$ cat src/rtl/tiny_input_cond.sv
// ----------------------------------------------------------------------------
// tiny_input_cond
//   Input-conditioning stage in front of the 4-bit up/down counter core.
//   Each raw pad input (test, up/down, enable) is synchronised into clk,
//   debounced with a stable-count filter, and presented as a clean level
//   plus one-cycle rise/fall pulses. A prescaler turns the debounced enable
//   into a periodic one-cycle step strobe for the counter.
//
// Parameters
//   DEB_CYCLES : consecutive stable cycles needed to accept a new level (1..65536)
//   PRESCALE   : step_o period in cycles while enable is held (1..65536)
//
// Ports
//   clk       in  : single clock, rising edge
//   rst       in  : synchronous active-high reset
//   test_raw  in  : raw test input (asynchronous)
//   ud_raw    in  : raw up/down select, 1 = up (asynchronous)
//   en_raw    in  : raw count enable (asynchronous)
//   test_o    out : debounced test level
//   ud_o      out : debounced up/down level
//   en_o      out : debounced enable level
//   rise_o    out : [0]=test [1]=ud [2]=en one-cycle rising-edge pulses
//   fall_o    out : same bit order, one-cycle falling-edge pulses
//   step_o    out : one-cycle step strobe, only while en_o is 1
// ----------------------------------------------------------------------------
module tiny_input_cond #(
    parameter int DEB_CYCLES = 16,
    parameter int PRESCALE   = 4
) (
    input  logic       clk,
    input  logic       rst,
    input  logic       test_raw,
    input  logic       ud_raw,
    input  logic       en_raw,
    output logic       test_o,
    output logic       ud_o,
    output logic       en_o,
    output logic [2:0] rise_o,
    output logic [2:0] fall_o,
    output logic       step_o
);

    // Counters are sized to hold their terminal value; a 1-cycle setting
    // still needs a 1-bit counter that simply stays at 0.
    localparam int DCW = (DEB_CYCLES > 1) ? $clog2(DEB_CYCLES) : 1;
    localparam int PCW = (PRESCALE > 1) ? $clog2(PRESCALE) : 1;

    localparam logic [DCW-1:0] DEB_LAST = DCW'(DEB_CYCLES - 1);
    localparam logic [PCW-1:0] PRE_LAST = PCW'(PRESCALE - 1);

    // Channel index: 0 = test, 1 = ud, 2 = en.
    logic [2:0]     raw;
    logic [2:0]     s1_q;
    logic [2:0]     s2_q;
    logic [2:0]     lvl_q,  lvl_d;
    logic [2:0]     rise_q, rise_d;
    logic [2:0]     fall_q, fall_d;
    logic [DCW-1:0] dcnt_q [3];
    logic [DCW-1:0] dcnt_d [3];
    logic [PCW-1:0] pcnt_q, pcnt_d;
    logic           step_q, step_d;

    assign raw = {en_raw, ud_raw, test_raw};

    // Debounce: any agreement with the accepted level wipes the pending
    // count, so only an unbroken run of DEB_CYCLES disagreeing samples
    // moves the level.
    always_comb begin
        // NOTE: every signal driven here gets a default first, so no branch
        // leaves one unassigned and no latch is inferred.
        lvl_d  = lvl_q;
        rise_d = '0;
        fall_d = '0;
        for (int i = 0; i < 3; i++) begin
            dcnt_d[i] = dcnt_q[i];
            if (s2_q[i] == lvl_q[i]) begin
                dcnt_d[i] = '0;
            end else if (dcnt_q[i] == DEB_LAST) begin
                dcnt_d[i] = '0;
                lvl_d[i]  = s2_q[i];
                rise_d[i] = s2_q[i];
                fall_d[i] = ~s2_q[i];
            end else begin
                dcnt_d[i] = dcnt_q[i] + DCW'(1);
            end
        end
    end

    // Prescaler: free-runs only while the debounced enable is high and is
    // held at 0 otherwise, so every new enable starts a full period.
    always_comb begin
        pcnt_d = '0;
        step_d = 1'b0;
        if (lvl_q[2]) begin
            if (pcnt_q == PRE_LAST) begin
                step_d = 1'b1;
            end else begin
                pcnt_d = pcnt_q + PCW'(1);
            end
        end
    end

    always_ff @(posedge clk) begin
        // NOTE: state registers use non-blocking assignments so every flop
        // samples the pre-edge values, which is what makes s1 -> s2 a real
        // two-stage synchroniser.
        if (rst) begin
            s1_q   <= '0;
            s2_q   <= '0;
            lvl_q  <= '0;
            rise_q <= '0;
            fall_q <= '0;
            dcnt_q <= '{default: '0};
            pcnt_q <= '0;
            step_q <= 1'b0;
        end else begin
            s1_q   <= raw;
            s2_q   <= s1_q;
            lvl_q  <= lvl_d;
            rise_q <= rise_d;
            fall_q <= fall_d;
            dcnt_q <= dcnt_d;
            pcnt_q <= pcnt_d;
            step_q <= step_d;
        end
    end

    assign test_o = lvl_q[0];
    assign ud_o   = lvl_q[1];
    assign en_o   = lvl_q[2];
    assign rise_o = rise_q;
    assign fall_o = fall_q;
    assign step_o = step_q;

endmodule

$ cat config.mk
export PLATFORM = sky130hd
export DESIGN_NAME = tiny_input_cond
export DESIGN_NICKNAME = d
export VERILOG_FILES = /design/src/rtl/tiny_input_cond.sv
export SDC_FILE = /design/constraint.sdc
export NUM_CORES = 1
export LEC_CHECK = 0
export ABC_AREA = 1
export ABC_CLOCK_PERIOD_IN_PS = 1500
export BUFFER_PORTS_ARGS = -buffer_cell sky130_fd_sc_hd__buf_2
export CORE_MARGIN = 2
export CORE_UTILIZATION = 54
export CTS_CLUSTER_SIZE = 16
export DETAILED_ROUTE_END_ITERATION = 10
export HOLD_SLACK_MARGIN = 0.15
export PLACE_DENSITY = 0.75
export SLEW_MARGIN = 20
export SYNTH_ARGS = -nofsm -noshare
export SYNTH_HDL_FRONTEND = slang
export SYNTH_SLANG_ARGS = --single-unit
$ cat constraint.sdc
create_clock -name clk -period 1.5 [get_ports clk]
set_clock_uncertainty 0.2 [all_clocks]
set_input_delay 0.075 -clock clk [delete_from_list [all_inputs] [get_ports clk]]
set_output_delay 0.075 -clock clk [all_outputs]
set_load 0.03 [all_outputs]
# After elaboration in Yosys (flattened, before gate mapping)
# Cells that the tools add are included.
dict set report totals {
  reg_bits 30
  elab_cells 49
}
dict set report op_classes {
  add_sub_neg 4
  eq_ne 7
  n_mux 1
  bitwise 10
  reduce_logical 11
}
# cell count
set ops {}
lappend ops {{OR reduction 3 bit} 7}
lappend ops {{adder 4 x 1 -> 4 bit (second input constant)} 3}
lappend ops {{== test 4 bit (second input constant)} 3}
lappend ops {{NOT 1 bit} 10}
lappend ops {{AND reduction 2 bit} 3}
lappend ops {{== test 1 bit} 3}
lappend ops {{adder 2 x 1 -> 2 bit (second input constant)} 1}
lappend ops {{== test 2 bit (second input constant)} 1}
lappend ops {{OR reduction 2 bit} 1}
lappend ops {{two-way mux 1 bit} 1}

# Depth between registers and ports, before layout
# Gate-level depths: netlist (run 1).
dict set report depth {
  word_depth 3
  mapped_depth 6
  depth_no_buf 6
}

# Worst setup path before layout (run 1)
# No wires, ideal clock.
dict set report synth_path {
  kind {reg2reg}
  from {register lvl_q[1]}
  to {register dcnt_q[6] in the netlist's numbering}
  setup_ns 0.116
  t_arrival_ns 0.896
  path_slack_ns 0.288
  path_stages_with_launch 6
  n_path_buf 0
  period_less_slack_ns 1.212
  cell_sequence {dfxtp_1 > inv_1 > nand2_1 > nand2_2 > nand3_2 > nor2_1}
}
dict set report synth_via {
  elab_chain_cells 2
}
# element line
set synth_rtl {}
lappend synth_rtl {{start: declaration} 55} ;# logic [2:0] lvl_q, lvl_d;
lappend synth_rtl {{start signal: assignment} 119} ;# lvl_q <= lvl_d;
lappend synth_rtl {{== test 1 bit} 76} ;# if (s2_q[i] == lvl_q[i]) begin
lappend synth_rtl {{OR reduction 3 bit (no line)} --}
lappend synth_rtl {{end signal: assignment} 122} ;# dcnt_q <= dcnt_d;
lappend synth_rtl {{end: declaration} 58} ;# logic [DCW-1:0] dcnt_q [3];
# Every way passes these cells.
# A chain may end at the register's enable or synchronous reset.

# Worst setup path after layout (run 1)
dict set report layout_path {
  from {input port rst}
  to {register s1_q[1]}
}
# element line
set layout_lines {}
lappend layout_lines {{start: declaration} 31} ;# input logic rst,
lappend layout_lines {{end signal: assignment} 117} ;# s1_q <= raw;
lappend layout_lines {{end: declaration} 53} ;# logic [2:0] s1_q;
# No word-level cell between the ends.

==> metrics.md, run 1 <==
| Metric | Value |
|---|---|
| DR iter-0 viols | `18` |
| Biggest area consumer among synthesized cells | `dfxtp_1` |
| PortBufs | `14` |
| GR met1 Demand/Resource | `18.46%` |
| WHS | `0.2102 ns` |
| Post-route cell area | `1394 um^2` |
| Layout area overhead | `19.40%` |
| Met3 Use GR | `6.845%` |
| P per Cell Area | `971.6 nW/um^2` |
| Pin count of the biggest net entering global routing | `12` |
| Final ANT Viol Nets | `0` |
| TritonCTS clock tree | `yes` |
| Min Tclk post-route | `1.448 ns` |
| GR Overflow Total | `0` |
| Top-count cell post-synth | `dfxtp_1` |
| Worst skew pair latency | `0.32 ns` |
| Top cells by area, synth | `dfxtp_1, inv_1, nand2_1` |
| Syn Inst Count | `138` |
| First-pass GRT wire length | `3512 um` |
| Crit. End Element | `flop` |
| Syn Nets | `147` |
| Hpwl dp | `1339 um` |
| Post-CTS sizing | `0` |
| Hold Crit Class | `reg2reg` |
| GR Util All Layers | `19.16%` |
| Register area share after synthesis | `51.45%` |
| FFs w/ async S/R, synth | `0%` |
| Worst setup SP type | `input port` |
| Die W | `50.50 um` |
| Initial antenna violation count | `0` |
| Status | `completed` |
| GR Util met2 | `34.21%` |
| Slew headroom | `84.96%` |
| Crit path DAT | `1.47 ns` |
| H-tree Lvls | `2` |
| Static Leak | `0.6654 nW` |
| Vias in the first global route | `893` |
| Critical Path RT | `1.52 ns` |
| Die ar. | `2550 um^2` |
| Area of the core | `2002 um^2` |
| IO Count | `15` |
| Routability congestion estimate | `0.7323` |
| Clock root cell | `clkbuf_4` |
| Top Usage Layer GRT | `met2` |
| N_diodes | `0` |
| Avg WL per Cell | `9.943 um` |
| Tightest Pin Transition | `0.2253 ns` |
| Layout cells sized above 1 | `22.89%` |
| Pre-CTS setup slack | `0.2165 ns` |
| Max Root-Sink Buffers | `2` |
| Nets@finish | `174` |
| Die Span Y | `50.50 um` |
| Via count | `888` |
| Starting Density | `58.31%` |
| TritonCTS Buffers | `5` |
| Fmax | `0.6908 GHz` |
| Final hold vios | `0` |
| Pre-antenna DRT Iters | `4` |
| Slew Viols, Final | `0` |
| Routed wire length | `1919 um` |
| Top cell type's share of synthesized area | `51.45%` |
| Number of library cell types mapped by synthesis | `16` |
| Worst-path clk slew | `0.10 ns` |
| Max Cap Viol | `0` |
| Ys Warns | `0` |
| # setup viols final | `0` |
| Final cycle utilization of the critical path | `96.51%` |
| Clock Sinks | `30` |
| Final WS setup | `0.05241 ns` |
| Seq cells post-synth | `30` |
| RSZ-0062 raised after global routing | `no` |
| DRC Markers | `0` |
| Post-synth top cells | `dfxtp_1, inv_1, nand2_1` |
| Post-synthesis cell area | `1167 um^2` |
| Placed instance area | `1260 um^2` |
| VDD IR-drop max | `784.3 uV` |
| Setup_tns | `0 ns` |
| Post-synth EDFFs | `0` |
| # rows | `16` |
| Primary FF master, synth | `dfxtp_1` |
| DR vias/cell | `4.601` |
| Syn Area/Cell | `8.459 um^2` |
| Crit Path Max Fanout | `11` |
| Crit Path Category | `in2reg` |
-- per-stage QoR --
| step | std cells | util [%] | power, mW |
|---|---|---|---|
| final | 193 | 69.63 | 1.354 |
| after global routing | 193 | 69.63 | 1.414 |
| after CTS | 193 | 69.63 | 1.389 |
| after detailed placement | 178 | 62.94 | 0.8641 |
| after global placement | 178 | 62.94 | 0.8629 |
| after floorplan | 138 | - | 0.8554 |
-- cells in the final DEF (no fill, tap or decap), drive strengths merged --
cell          n
nand2        28
clkinv        1
dlygate4sd3   7
nor2         26
nand3         9
ha            4
clkinvlp      1
nor3          1
buf          14
xnor2         3
dfxtp        30
nand4         9
clkbuf        6
inv          27
-- path summary, 6_finish.rpt --
path         slack, ns  depth (start not counted)       from  endpoint
max               0.05                          4        rst   s1_q[1]
min               0.21                          2    s1_q[1]   s2_q[1]
max reg2reg       0.20                          6  dcnt_q[4]  lvl_q[1]
min reg2reg       0.21                          2    s1_q[1]   s2_q[1]
-- worst max-delay path, stage by stage --
cell and delay, ns:
dlygate4sd3_1 0.52, buf_2 0.23, nor2_1 0.09, dlygate4sd3_1 0.56
-- metal layers --
metal,vias to the layer above,wire length [um]
li1,477,-
met1,381,814
met2,21,940
met3,9,96
met4,0,68
met5,-,0
-- repair_timing --
action,4_1_cts,5_1_grt
hold buffers,7,0
buffers inserted,0,0
endpoints found under the hold margin,30,0
-- sequential cells by signal, indices dropped and copies added, names as in the netlist --
name    cells
fall_o      3
pcnt_q      2
lvl_q       3
s1_q        3
s2_q        3
rise_o      3
step_o      1
dcnt_q     12
-- report_power, final --
group,internal (mW),switching (mW)
combinational,0.0232,0.0249
clock,0.225,0.269
sequential,0.806,0.00627
-- final cells by class --
cell class	instances	area (um^2)
well taps	27	33.78
fillers	163	608.1
repair buffers	21	140.1
clock buffers	6	51.30
inverters	27	101.3
flip-flops and latches	30	600.6
clock inverters	2	12.51
multi-input cells	80	454.2
-- kinds of logic after synthesis --
family,after synthesis,synth area share (%)
buffers and inverters,28,9.646
flip-flops,30,51.45
AND/OR/NAND/NOR,73,32.37
adder cells (fa/ha/maj),4,4.287
XOR/XNOR,3,2.251
(Power assumes the default switching activity.)
==> run 2, diff against run 1 <==
Settings changed: PLACE_DENSITY 0.75 to 0.78.
==> run 2 against run 1 <==
Maximum frequency down 0.58%. Flip-flop and latch count unchanged. Sequential share of layout area up 0.59 points. Utilization down 0.94 points. Global-route usage down 1.2 points. Via count up 1.0%. First-iteration DRC count down 72%. Combinational power about the same. Total power down 5.9%.
==> metrics.md, run 2 (same netlist as run 1, synthesis figures left out) <==
| Metric | Value |
|---|---|
| # setup viols final | `0` |
| Die W | `50.50 um` |
| Min Tclk post-route | `1.456 ns` |
| Commonest non-fill, non-tap cell in the layout | `dfxtp_1` |
| Nets@finish | `174` |
| Total chip power | `1.275 mW` |
| Status | `completed` |
| Slew headroom | `86.09%` |
| RSZ-0062 raised after global routing | `no` |
| Slew Viols, Final | `0` |
| First-pass GRT wire length | `3339 um` |
| Avg WL per Cell | `9.797 um` |
| H-tree Lvls | `2` |
| Largest Register | `dcnt_q` |
| Pin count of the biggest net entering global routing | `12` |
| TritonCTS Buffers | `5` |
| Final hold vios | `0` |
| Vias in the first global route | `827` |
| Critical Path RT | `1.51 ns` |
| Hpwl dp | `1346 um` |
| Post-layout util | `68.69%` |
| Initial antenna violation count | `0` |
| DRC Markers | `0` |
| Critical path, cell by cell | `dlygate4sd3_1, buf_2, nor2_1, dlygate4sd3_1` |
| Crit Path Category | `in2reg` |
| Clock root cell | `clkbuf_4` |
| Most frequent CP cell | `dlygate4sd3_1` |
| GR Util All Layers | `17.99%` |
| WHS | `0.2087 ns` |
| Crit path DAT | `1.47 ns` |
| PortBufs | `14` |
| N_diodes | `0` |
| Static Leak | `0.6565 nW` |
| Die Span Y | `50.50 um` |
| # rows | `16` |
| Via count | `897` |
| Pre-antenna DRT Iters | `4` |
| Final WS setup | `0.04397 ns` |
| Hold Crit Class | `reg2reg` |
| Worst-path clk slew | `0.08 ns` |
| Crit. End Element | `flop` |
| Worst path slowest cell | `dlygate4sd3_1` |
| Max Root-Sink Buffers | `2` |
| Layout cells sized above 1 | `21.21%` |
| Tightest Pin Transition | `0.2084 ns` |
| Setup_tns | `0 ns` |
| Fmax | `0.6868 GHz` |
| GR Overflow Total | `0` |
| Clock Sinks | `30` |
| Pre-CTS setup slack | `0.2074 ns` |
| Final cycle utilization of the critical path | `97.07%` |
| Routability congestion estimate | `0.7284` |
| P per Cell Area | `927.0 nW/um^2` |
| Fillers | `172` |
| IO Count | `15` |
| Worst setup SP type | `input port` |
| DR vias/cell | `4.672` |
| Final ANT Viol Nets | `0` |
| Crit Path Max Fanout | `11` |
| DR iter-0 viols | `5` |
| Max FFs per register | `12` |
| Worst skew pair latency | `0.32 ns` |
| Max Cap Viol | `0` |
| VDD IR-drop max | `709.8 uV` |
| Starting Density | `58.31%` |
| Layout area overhead | `17.79%` |
| Area of the core | `2002 um^2` |
| Routed wire length | `1881 um` |
| TritonCTS clock tree | `yes` |
| Die ar. | `2550 um^2` |
| Most frequent cells in the layout | `dfxtp_1, inv_1, nand2_1, nor2_1, buf_2` |
| Slowest stage delay, CP | `0.55 ns` |
-- run 2: timing repair --
action                     CTS  global route
buffers inserted             0             0
hold buffers                 7             0
setup endpoints to repair    0             0
resized for setup            0             0
hold endpoints to repair    30             0
-- run 2: report_power, final --
part	switching, mW	internal (mW)
Clock	0.239	0.176
Sequential	0.00627	0.806
Combinational	0.0249	0.0232
Total	0.270	1.00
-- run 2: path summary, 6_finish.rpt --
path / start / to / slack, ns / cells after the start
worst max-delay path: rst / s1_q[1] / 0.04 / 4
worst min-delay path: s1_q[1] / s2_q[1] / 0.21 / 2
worst min register to register: s1_q[1] / s2_q[1] / 0.21 / 2
worst max register to register: dcnt_q[0] / lvl_q[2] / 0.20 / 6
-- run 2: area by class of cell --
type / count / area (um^2) / share of cell area, %
repair buffers: 21 / 140.1 / 10.19
multi-input cells: 80 / 454.2 / 33.03
flip-flops and latches: 30 / 600.6 / 43.68
clock buffers: 7 / 45.04 / 3.276
well taps: 27 / 33.78 / 2.457
inverters: 27 / 101.3 / 7.370
-- run 2: per-layer routing --
metal | global-route usage (%) | part of all wire (%) | vias to the layer above
met5 | 0 | 0 | -
met4 | 8.108 | 1.7 | 0
met3 | 8.929 | 4.9 | 4
met2 | 29.39 | 46 | 15
met1 | 19.51 | 47 | 404
li1 | - | - | 474
-- run 2: worst max-delay path, delay by kind of cell --
kind	cells	cell delay, ns
AND/OR/NAND/NOR	1	0.08
buffers and inverters	3	1.31
-- run 2: per-stage QoR --
step | std cells | cell area, um^2
final | 192 | 1375
after detailed placement | 178 | 1260
after floorplan | 138 | 1167
after global routing | 192 | 1375
after CTS | 192 | 1375
after global placement | 178 | 1260
==> run 3, diff against run 2 <==
Settings changed: ABC_CLOCK_PERIOD_IN_PS 1500 to 1150, CORE_MARGIN 2 to unset, CORE_UTILIZATION 54 to 49, PLACE_DENSITY 0.78 to 0.75.
Clock period 1.5 ns to 1.15 ns, I/O delays scaled along.
==> run 3 against run 2 <==
The flow now finishes with violations (negative hold slack, negative setup slack). Sequential power up 31%. Highest routed layer unchanged. Largest power group unchanged. Utilization down 1.3 points. Global-route usage increased by 1.9 points. Die area increased by 1.3%. Final cell count is 2.6% higher. Worst hold slack lost 0.36 ns. Register-to-register slack worse by 0.23 ns. Clock-buffer cell count fell by 2. Flip-flop and latch count unchanged. Sequential share of layout area down 2.6 points. First-iteration DRC count grew to 4.6 times the previous value. Clock power grew 33%.
==> metrics.md, run 3 (same netlist as run 1, synthesis figures left out) <==
| Metric | Value |
|---|---|
| Status | `finished with violations` |
| Failing checks | `negative hold slack, negative setup slack` |
| DR iter-0 viols | `23` |
| Multi-input combinational cell area | `531.8 um^2` |
| Crit Path Category | `reg2reg` |
| Post-layout util | `67.40%` |
| Tightest Pin Transition | `0.2216 ns` |
| Slew headroom | `85.20%` |
| TritonCTS clock tree | `yes` |
| Final hold vios | `12` |
| Vias in the first global route | `917` |
| Most frequent cells in the layout | `inv_1, nand2_1, nor2_1, dfxtp_1` |
| # setup viols final | `2` |
| Critical Path RT | `1.16 ns` |
| Starting Density | `52.27%` |
| Met3 Use GR | `8.929%` |
| GR Overflow Total | `0` |
| Setup_tns | `-0.05170 ns` |
| P per Cell Area | `1111 nW/um^2` |
| Final cycle utilization of the critical path | `102.4%` |
| H-tree Lvls | `2` |
| WHS | `-0.1551 ns` |
| First-pass GRT wire length | `3629 um` |
| Crit path DAT | `1.19 ns` |
| GR Util All Layers | `19.87%` |
| Area of the core | `2233 um^2` |
| RSZ-0062 raised after global routing | `yes` |
| Max FFs per register | `12` |
| Hold Crit Class | `in2reg` |
| PortBufs | `14` |
| Register share of total power | `63.2%` |
| GR Util met2 | `34.89%` |
| Reg2reg start | `dcnt_q[5]` |
| Commonest non-fill, non-tap cell in the layout | `inv_1` |
| VDD IR-drop max | `901.8 uV` |
| Routability congestion estimate | `0.7460` |
| Top Usage Layer GRT | `met2` |
| Crit Path Max Fanout | `3` |
| Sw Share | `22.57%` |
| TritonCTS Buffers | `5` |
| Final WS setup | `-0.02811 ns` |
| Internal cell power | `1.295 mW` |
| IO Count | `15` |
| Critical Path Start | `dcnt_q[5]` |
| Slew Viols, Final | `0` |
| Clock root cell | `clkbuf_4` |
| Switch Pwr | `0.3774 mW` |
| Worst setup SP type | `flop` |
| Final ANT Viol Nets | `0` |
| Hpwl dp | `1488 um` |
| DR vias/cell | `4.766` |
| Fillers | `191` |
| Min Tclk post-route | `1.178 ns` |
| DRC Markers | `0` |
| Nets@finish | `178` |
| N_diodes | `0` |
| Reg area | `618.1 um^2` |
| Fmax | `0.8488 GHz` |
| GR met1 Demand/Resource | `19.40%` |
| Largest Register | `dcnt_q` |
| Max Root-Sink Buffers | `2` |
| Via count | `939` |
| Max Cap Viol | `0` |
| Clock share of power | `33.1%` |
| Pre-antenna DRT Iters | `4` |
| Die ar. | `2582 um^2` |
| Cts hold-fix bufs | `3` |
| Worst skew pair latency | `0.32 ns` |
| Initial antenna violation count | `0` |
| Layout area overhead | `28.94%` |
| Comb pwr share | `3.7%` |
| Routed wire length | `2162 um` |
| # rows | `17` |
| Die W | `50.81 um` |
| Pre-CTS setup slack | `-0.09206 ns` |
| HP Start | `rst` |
| Avg WL per Cell | `10.97 um` |
| Pin count of the biggest net entering global routing | `12` |
| Crit. End Element | `flop` |
| Die Span Y | `50.81 um` |
| Worst-path clk slew | `0.09 ns` |
| Clock Sinks | `30` |
| Layout cells sized above 1 | `40.24%` |
| Static Leak | `0.7308 nW` |
[run 3: changes by cell type in the layout (fill, tap and decap cells not counted), sizes merged]
cell,previous run,this run
clkbuf,7,5
buf,14,22
dlygate4sd3,7,3
clkinv,0,2
[run 3: stage by stage]
step	cells	area, um^2	power, mW	hold slack [ns]
detailed placement	185	1333	1.134	0.07832
floorplan	138	1194	1.117	-0.03553
finish	197	1505	1.672	-0.1551
global route	197	1505	1.754	-0.1634
CTS	197	1468	1.695	-0.1669
global placement	185	1333	1.130	0.05806
[run 3: per-layer routing]
metal | part of all wire (%) | up-vias
li1 | - | 481
met2 | 55 | 25
met5 | 0 | -
met1 | 41 | 431
met3 | 3.5 | 2
met4 | 0.79 | 0
[run 3: cell type report]
type / instances / share of cell area (%)
clock inverters: 2 / 0.6650
multi-input cells: 80 / 35.33
well taps: 28 / 2.328
inverters: 27 / 6.733
clock buffers: 5 / 2.494
flip-flops and latches: 30 / 41.06
repair buffers: 25 / 11.39
[run 3: what timing repair did]
item	in CTS	in global routing
endpoints found under the hold margin	30	28
pin swaps	2	13
endpoints found under the setup margin	12	22
buffers inserted	2	0
resized for setup	9	15
[run 3: worst paths after layout]
path              slack, ns       end  depth (start not counted)
setup reg to reg      -0.03  lvl_q[1]                          6
hold / removal        -0.16   s2_q[0]                          2
setup / recovery      -0.03  lvl_q[1]                          6
hold reg to reg        0.21   s2_q[0]                          2
[run 3: power groups by stage]
stage | Combinational (mW) | Clock [mW] | Sequential (mW)
finish | 0.0614 | 0.553 | 1.06
global route | 0.0683 | 0.626 | 1.06
CTS | 0.0594 | 0.576 | 1.06
detailed placement | 0.0509 | 0 | 1.08
global placement | 0.0478 | 0 | 1.08
floorplan | 0.0343 | 0 | 1.08
[run 3: worst max-delay path, stage by stage (launching register included)]
cell and delay, ns:
dfxtp_2 0.37, ha_4 0.17, nand2_4 0.05, nor2_4 0.11, nand2_1 0.07, nand2_1 0.06, nand2_1 0.05
